--- config.mk ---
export PLATFORM = sky130hd
export DESIGN_NAME = regfile_wb_arbiter
export DESIGN_NICKNAME = d
export VERILOG_FILES = /design/src/rtl/regfile_pkg.sv /design/src/rtl/regfile_wb_arbiter_rr_arbiter.sv /design/src/rtl/regfile_wb_arbiter.sv
export SDC_FILE = /design/constraint.sdc
export NUM_CORES = 1
export LEC_CHECK = 0
export ABC_CLOCK_PERIOD_IN_PS = 3100
export CORE_MARGIN = 4
export CORE_UTILIZATION = 45
export CTS_CLUSTER_DIAMETER = 120
export DETAILED_ROUTE_END_ITERATION = 8
export PLACE_DENSITY_LB_ADDON = 0.2
export SYNTH_ARGS = -nofsm -noshare
export SYNTH_HDL_FRONTEND = slang
export SYNTH_SLANG_ARGS = --single-unit
--- constraint.sdc ---
create_clock -name i_clk -period 3.1 [get_ports i_clk]
set_input_delay 0.465 -clock i_clk [delete_from_list [all_inputs] [get_ports i_clk]]
set_output_delay 0.465 -clock i_clk [all_outputs]
set_load 0.01 [all_outputs]
--- src/rtl/regfile_pkg.sv ---
// Shared register-file constants and writeback request type.
package regfile_pkg;
  localparam int unsigned REG_ADDR_W = 5;
  localparam int unsigned NUM_REGS   = 32;
  localparam int unsigned XLEN       = 32;

  typedef struct packed {
    logic [REG_ADDR_W-1:0] rd_addr;
    logic [XLEN-1:0]       rd_data;
  } wb_req_t;
endpackage

--- src/rtl/regfile_wb_arbiter_rr_arbiter.sv ---
// Round-robin grant generator: searches from rr_ptr upward (wrapping) and
// advances the pointer past the winner.
module rr_arbiter #(
  parameter  int unsigned NUM_REQ = 3,
  localparam int unsigned IDX_W   = $clog2(NUM_REQ)
) (
  input  logic               i_clk,
  input  logic               i_reset,
  input  logic [NUM_REQ-1:0] i_valid,
  output logic [NUM_REQ-1:0] o_grant,
  output logic [IDX_W-1:0]   o_grant_idx,
  output logic               o_grant_valid
);

  logic [IDX_W-1:0] rr_ptr;
  logic [IDX_W-1:0] rr_ptr_next;

  always_comb begin
    int unsigned cand;
    o_grant       = '0;
    o_grant_idx   = '0;
    o_grant_valid = 1'b0;
    cand          = 0;
    for (int unsigned k = 0; k < NUM_REQ; k++) begin
      cand = int'(rr_ptr) + k;
      if (cand >= NUM_REQ) cand = cand - NUM_REQ;
      if (!o_grant_valid && i_valid[IDX_W'(cand)]) begin
        o_grant_valid = 1'b1;
        o_grant_idx   = IDX_W'(cand);
      end
    end
    if (o_grant_valid) o_grant[o_grant_idx] = 1'b1;
  end

  always_comb begin
    rr_ptr_next = rr_ptr;
    if (o_grant_valid) begin
      if (o_grant_idx == IDX_W'(NUM_REQ - 1)) rr_ptr_next = '0;
      else                                    rr_ptr_next = o_grant_idx + IDX_W'(1);
    end
  end

  always_ff @(posedge i_clk or posedge i_reset) begin
    if (i_reset) rr_ptr <= '0;
    else         rr_ptr <= rr_ptr_next;
  end

endmodule

--- src/rtl/regfile_wb_arbiter.sv ---
// Shares the regfile write port between writeback units and tracks
// in-flight destination registers for issue hazard checks.
module regfile_wb_arbiter
  import regfile_pkg::*;
#(
  parameter int unsigned NUM_REQ = 3,
  parameter int unsigned XLEN    = regfile_pkg::XLEN
) (
  input  logic                            i_clk,
  input  logic                            i_reset,
  input  logic [NUM_REQ-1:0]              i_req_valid,
  input  logic [NUM_REQ*REG_ADDR_W-1:0]   i_req_rd_addr,
  input  logic [NUM_REQ*XLEN-1:0]         i_req_rd_data,
  output logic [NUM_REQ-1:0]              o_req_ready,
  output logic [REG_ADDR_W-1:0]           o_rd_addr,
  output logic [XLEN-1:0]                 o_rd_data,
  output logic                            o_rd_wren,
  input  logic                            i_issue_valid,
  input  logic [REG_ADDR_W-1:0]           i_issue_rd_addr,
  output logic                            o_issue_stall,
  input  logic [REG_ADDR_W-1:0]           i_rs1_addr,
  input  logic [REG_ADDR_W-1:0]           i_rs2_addr,
  output logic                            o_rs1_busy,
  output logic                            o_rs2_busy
);

  localparam int unsigned IDX_W = $clog2(NUM_REQ);

  logic [REG_ADDR_W-1:0] req_addr [NUM_REQ];
  logic [XLEN-1:0]       req_data [NUM_REQ];

  for (genvar g = 0; g < NUM_REQ; g++) begin : g_unpack
    assign req_addr[g] = i_req_rd_addr[REG_ADDR_W*g +: REG_ADDR_W];
    assign req_data[g] = i_req_rd_data[XLEN*g +: XLEN];
  end

  logic [IDX_W-1:0] grant_idx;
  logic             grant_valid;

  rr_arbiter #(
    .NUM_REQ (NUM_REQ)
  ) u_rr_arbiter (
    .i_clk         (i_clk),
    .i_reset       (i_reset),
    .i_valid       (i_req_valid),
    .o_grant       (o_req_ready),
    .o_grant_idx   (grant_idx),
    .o_grant_valid (grant_valid)
  );

  logic [REG_ADDR_W-1:0] win_addr;
  logic [XLEN-1:0]       win_data;

  assign win_addr = req_addr[grant_idx];
  assign win_data = req_data[grant_idx];

  // x0 writes are consumed but never enable the regfile.
  always_ff @(posedge i_clk or posedge i_reset) begin
    if (i_reset) begin
      o_rd_wren <= 1'b0;
      o_rd_addr <= '0;
      o_rd_data <= '0;
    end else begin
      o_rd_wren <= grant_valid && (win_addr != '0);
      if (grant_valid) begin
        o_rd_addr <= win_addr;
        o_rd_data <= win_data;
      end
    end
  end

  logic [NUM_REGS-1:0] busy;
  logic [NUM_REGS-1:0] busy_next;
  logic                issue_set;

  assign o_rs1_busy    = busy[i_rs1_addr];
  assign o_rs2_busy    = busy[i_rs2_addr];
  assign o_issue_stall = i_issue_valid && busy[i_issue_rd_addr];
  assign issue_set     = i_issue_valid && !o_issue_stall && (i_issue_rd_addr != '0);

  // Clear is applied before set so a coincident set wins.
  always_comb begin
    busy_next = busy;
    if (o_rd_wren) busy_next[o_rd_addr] = 1'b0;
    if (issue_set) busy_next[i_issue_rd_addr] = 1'b1;
    busy_next[0] = 1'b0;
  end

  always_ff @(posedge i_clk or posedge i_reset) begin
    if (i_reset) busy <= '0;
    else         busy <= busy_next;
  end

endmodule

==> metrics <==
run status=complete, no violations; WP data required=2.63 ns; total CTS buffers=9; hold slack=0.488 ns; fillers=781; HP Class=flop to flop; max incr delay on CP=0.49 ns; number of synthesized flops with an enable pin=0; first-pass GRT wire length=25.1 mm; I/O Pins=176; CTS hold repair buffers=0; ys flop type=dfrtp_1; Multi-input gate area=2670 um^2; Vias=4807; clock skew=0.00819 ns; Buffers on Ports=175; synthesized area=4660 um^2; PD cells=1010 nW/um^2; Vias/cell=6.13; Final min period=3.02 ns; Leak=0.00270 uW; Setup crit end kind=primary output; unrepaired setup endpoints after global routing=false; CP Class=flop to primary output; worst-path fanout max=6; Crit. path cell count=7; worst path arrival time=2.56 ns; Async S/R FF share, synth=100%; Max clock buf depth=2; top-area cell type share of the netlist area=38.2%; FP Rows=36; final wirelength=16.1 mm; number of synthesized register bits=71; HPWL after detailed placement=12.2 mm; endpoints failing hold=0; CP Cell Sequence=inv_1 > ha_4 > mux2i_4 > o21ai_2 > or2_4 > o32a_1 > clkdlybuf4s50_1; Mean Syn Cell Area=9.91 um^2; TritonCTS Sinks=71; post-synthesis net count=606; die height=110 um; Final Max Slew Viols=0; worst-margin pin slew=0.515 ns; final instance area=6890 um^2; antenna violations before repair=0; Fin Setup TNS=0 ns; cell taking the most area after synthesis=dfrtp_1; DP Area=6620 um^2; die width=110 um; Initial Util=47.0%; Syn-to-layout area delta=47.9%; critical path buffer and inverter count=2; GPL Wtd Cong=0.900; Final #Nets=782; main area contributors after synthesis=dfrtp_1 (38%), mux4_2 (12%), o21ai_1 (5.2%); core box area=9910 um^2; die area=12000 um^2; period utilization=97.5%; first drt pass iteration count=5; Slowest cell on crit path=clkdlybuf4s50_1; vias in the first global route=4912; register area share after synthesis=38.2%; Tot GR Track Use=27.1%; Sequential Area=1780 um^2; Crit path max-delay family=buffers and inverters; DRC violations left=0; layout cell share with drive strength beyond 1=14.7%; hold depth=2; Worst-path clk slew=0.08 ns; pin count of the biggest net entering global routing=46; Max IR drop VDD=0.600 mV; max frequency=331 MHz; Yosys Warn Count=0; post-route ant nets=0; CTS tree=built; Synth Instances=470; total power=6960 uW; CTS root buf=clkbuf_8; Max-cap violations=0; Final Setup Violations=0; gr ovfl total=0; H-tree depth=3; Avg WL per Cell=20.5 um; Critical Path Source Type=flop; initial DRC count=300; library cells used by synthesis=52; Slew HR=65.7%; ANT cells=0; clock latency at the later pin of the worst-skew pair=0.35 ns; Reg2Reg Depth=9
[final cells by class]
class	count	share of cell area, %
clock buffers	12	2.40
clock inverters	4	0.745
inverters	9	0.491
multi-input cells	353	38.7
flip-flops and latches	71	25.8
well taps	133	2.42
repair buffers	202	29.4
[layout by cell type, fill, tap and decap left out, drive strengths merged, types with 2 or more instances in the layout]
master / n
a211oi: 27
a21o: 3
a21oi: 7
a221o: 9
a22o: 7
a311o: 2
and3: 26
buf: 26
clkbuf: 12
clkdlybuf4s50: 169
dfrtp: 71
dlygate4sd2: 5
ha: 4
inv: 10
mux2: 4
mux2i: 4
mux4: 25
nand2: 41
nand2b: 6
nand3: 9
nand3b: 12
nand4: 4
nor2: 7
nor2b: 2
nor3: 5
nor3b: 2
o211ai: 2
o21ai: 98
o22ai: 27
or2: 2
or3: 6
or3b: 4
[registers in the layout (all words and copies together) (netlist names)]
register,count
u_rr_arbiter.rr_ptr,2
o_rd_data,32
busy,31
o_rd_wren,1
o_rd_addr,5
[Yosys cell counts, types with 2 or more instances]
cell type,number
a21o_1,2
a22o_1,7
mux4_2,25
or3_4,3
nor2b_1,2
buf_4,6
and3_1,26
or2_1,2
o21ai_1,48
o211ai_1,2
nand3b_1,12
buf_6,2
o21ai_0,47
nand2b_1,6
dfrtp_1,71
a211oi_1,27
mux2_2,4
nand3_1,9
a221o_1,9
inv_1,8
nor2_1,6
a21oi_1,6
ha_1,4
o21ai_2,3
or3b_2,4
nand4_1,3
nor3_1,4
buf_2,16
clkbuf_1,12
o22ai_1,27
nand2_1,40
a311o_1,2
mux2i_1,3
or3_1,3
nor3b_1,2
[metal layers]
metal | vias up | track usage, % | wire [um]
met5 | - | 0 | 0
met3 | 34 | 7.16 | 1530
met4 | 0 | 11.1 | 473
li1 | 2174 | - | -
met2 | 277 | 45.7 | 8060
met1 | 2322 | 32.9 | 5990
[per-stage QoR]
stage          instances  setup WS [ns]  util [%]
6_report             784         0.0773      69.5
5_1_grt              784         0.0203      69.5
4_1_cts              783        0.00857      69.4
3_5_place_dp         766         -0.227      66.8
3_3_place_gp         766         -0.193      66.8
2_1_floorplan        470          0.677         -
[path summary, 6_finish.rpt]
path                                                     from                         to  slack [ns]
max                        u_rr_arbiter.rr_ptr[1]$_DFFE_PP0P_             o_req_ready[1]        0.08
min                                 o_rd_data[25]$_DFFE_PP0P_  o_rd_data[25]$_DFFE_PP0P_        0.49
max reg2reg                u_rr_arbiter.rr_ptr[0]$_DFFE_PP0P_  o_rd_data[14]$_DFFE_PP0P_        0.43
min reg2reg                         o_rd_data[25]$_DFFE_PP0P_  o_rd_data[25]$_DFFE_PP0P_        0.49
max in group asynchronous                             i_reset         busy[21]$_DFF_PP0_        2.18
min in group asynchronous                             i_reset   o_rd_data[2]$_DFFE_PP0P_        0.52
[timing repair]
item | 4_1_cts | 5_1_grt
endpoints found under the setup margin | 5 | 2
resized for setup | 9 | 1
gates cloned | 1 | 0
setup buffers | 0 | 1
[logic make-up after synthesis]
group,count (synthesis),share of synthesized area (%)
fa+ha+maj,4,1.08
flops,71,38.2
simple gates,128,16.0
buf+inv,46,4.94
compound gates,188,25.6
mux,33,14.2
[report_power, final]
part	switching, uW	internal, uW	total (uW)
logic	2150	2110	4260
registers	477	1430	1910
clock network	353	439	792
[worst register-to-register path, delay by kind of cell (launching register included)]
| kind | cells | cell delay (ns) |
|---|---|---|
| compound gates | 4 | 1.00 |
| buf+inv | 3 | 0.61 |
| flops | 1 | 0.41 |
| fa+ha+maj | 1 | 0.30 |
| simple gates | 1 | 0.24 |
No activity file was read; power rests on OpenSTA's default activity.
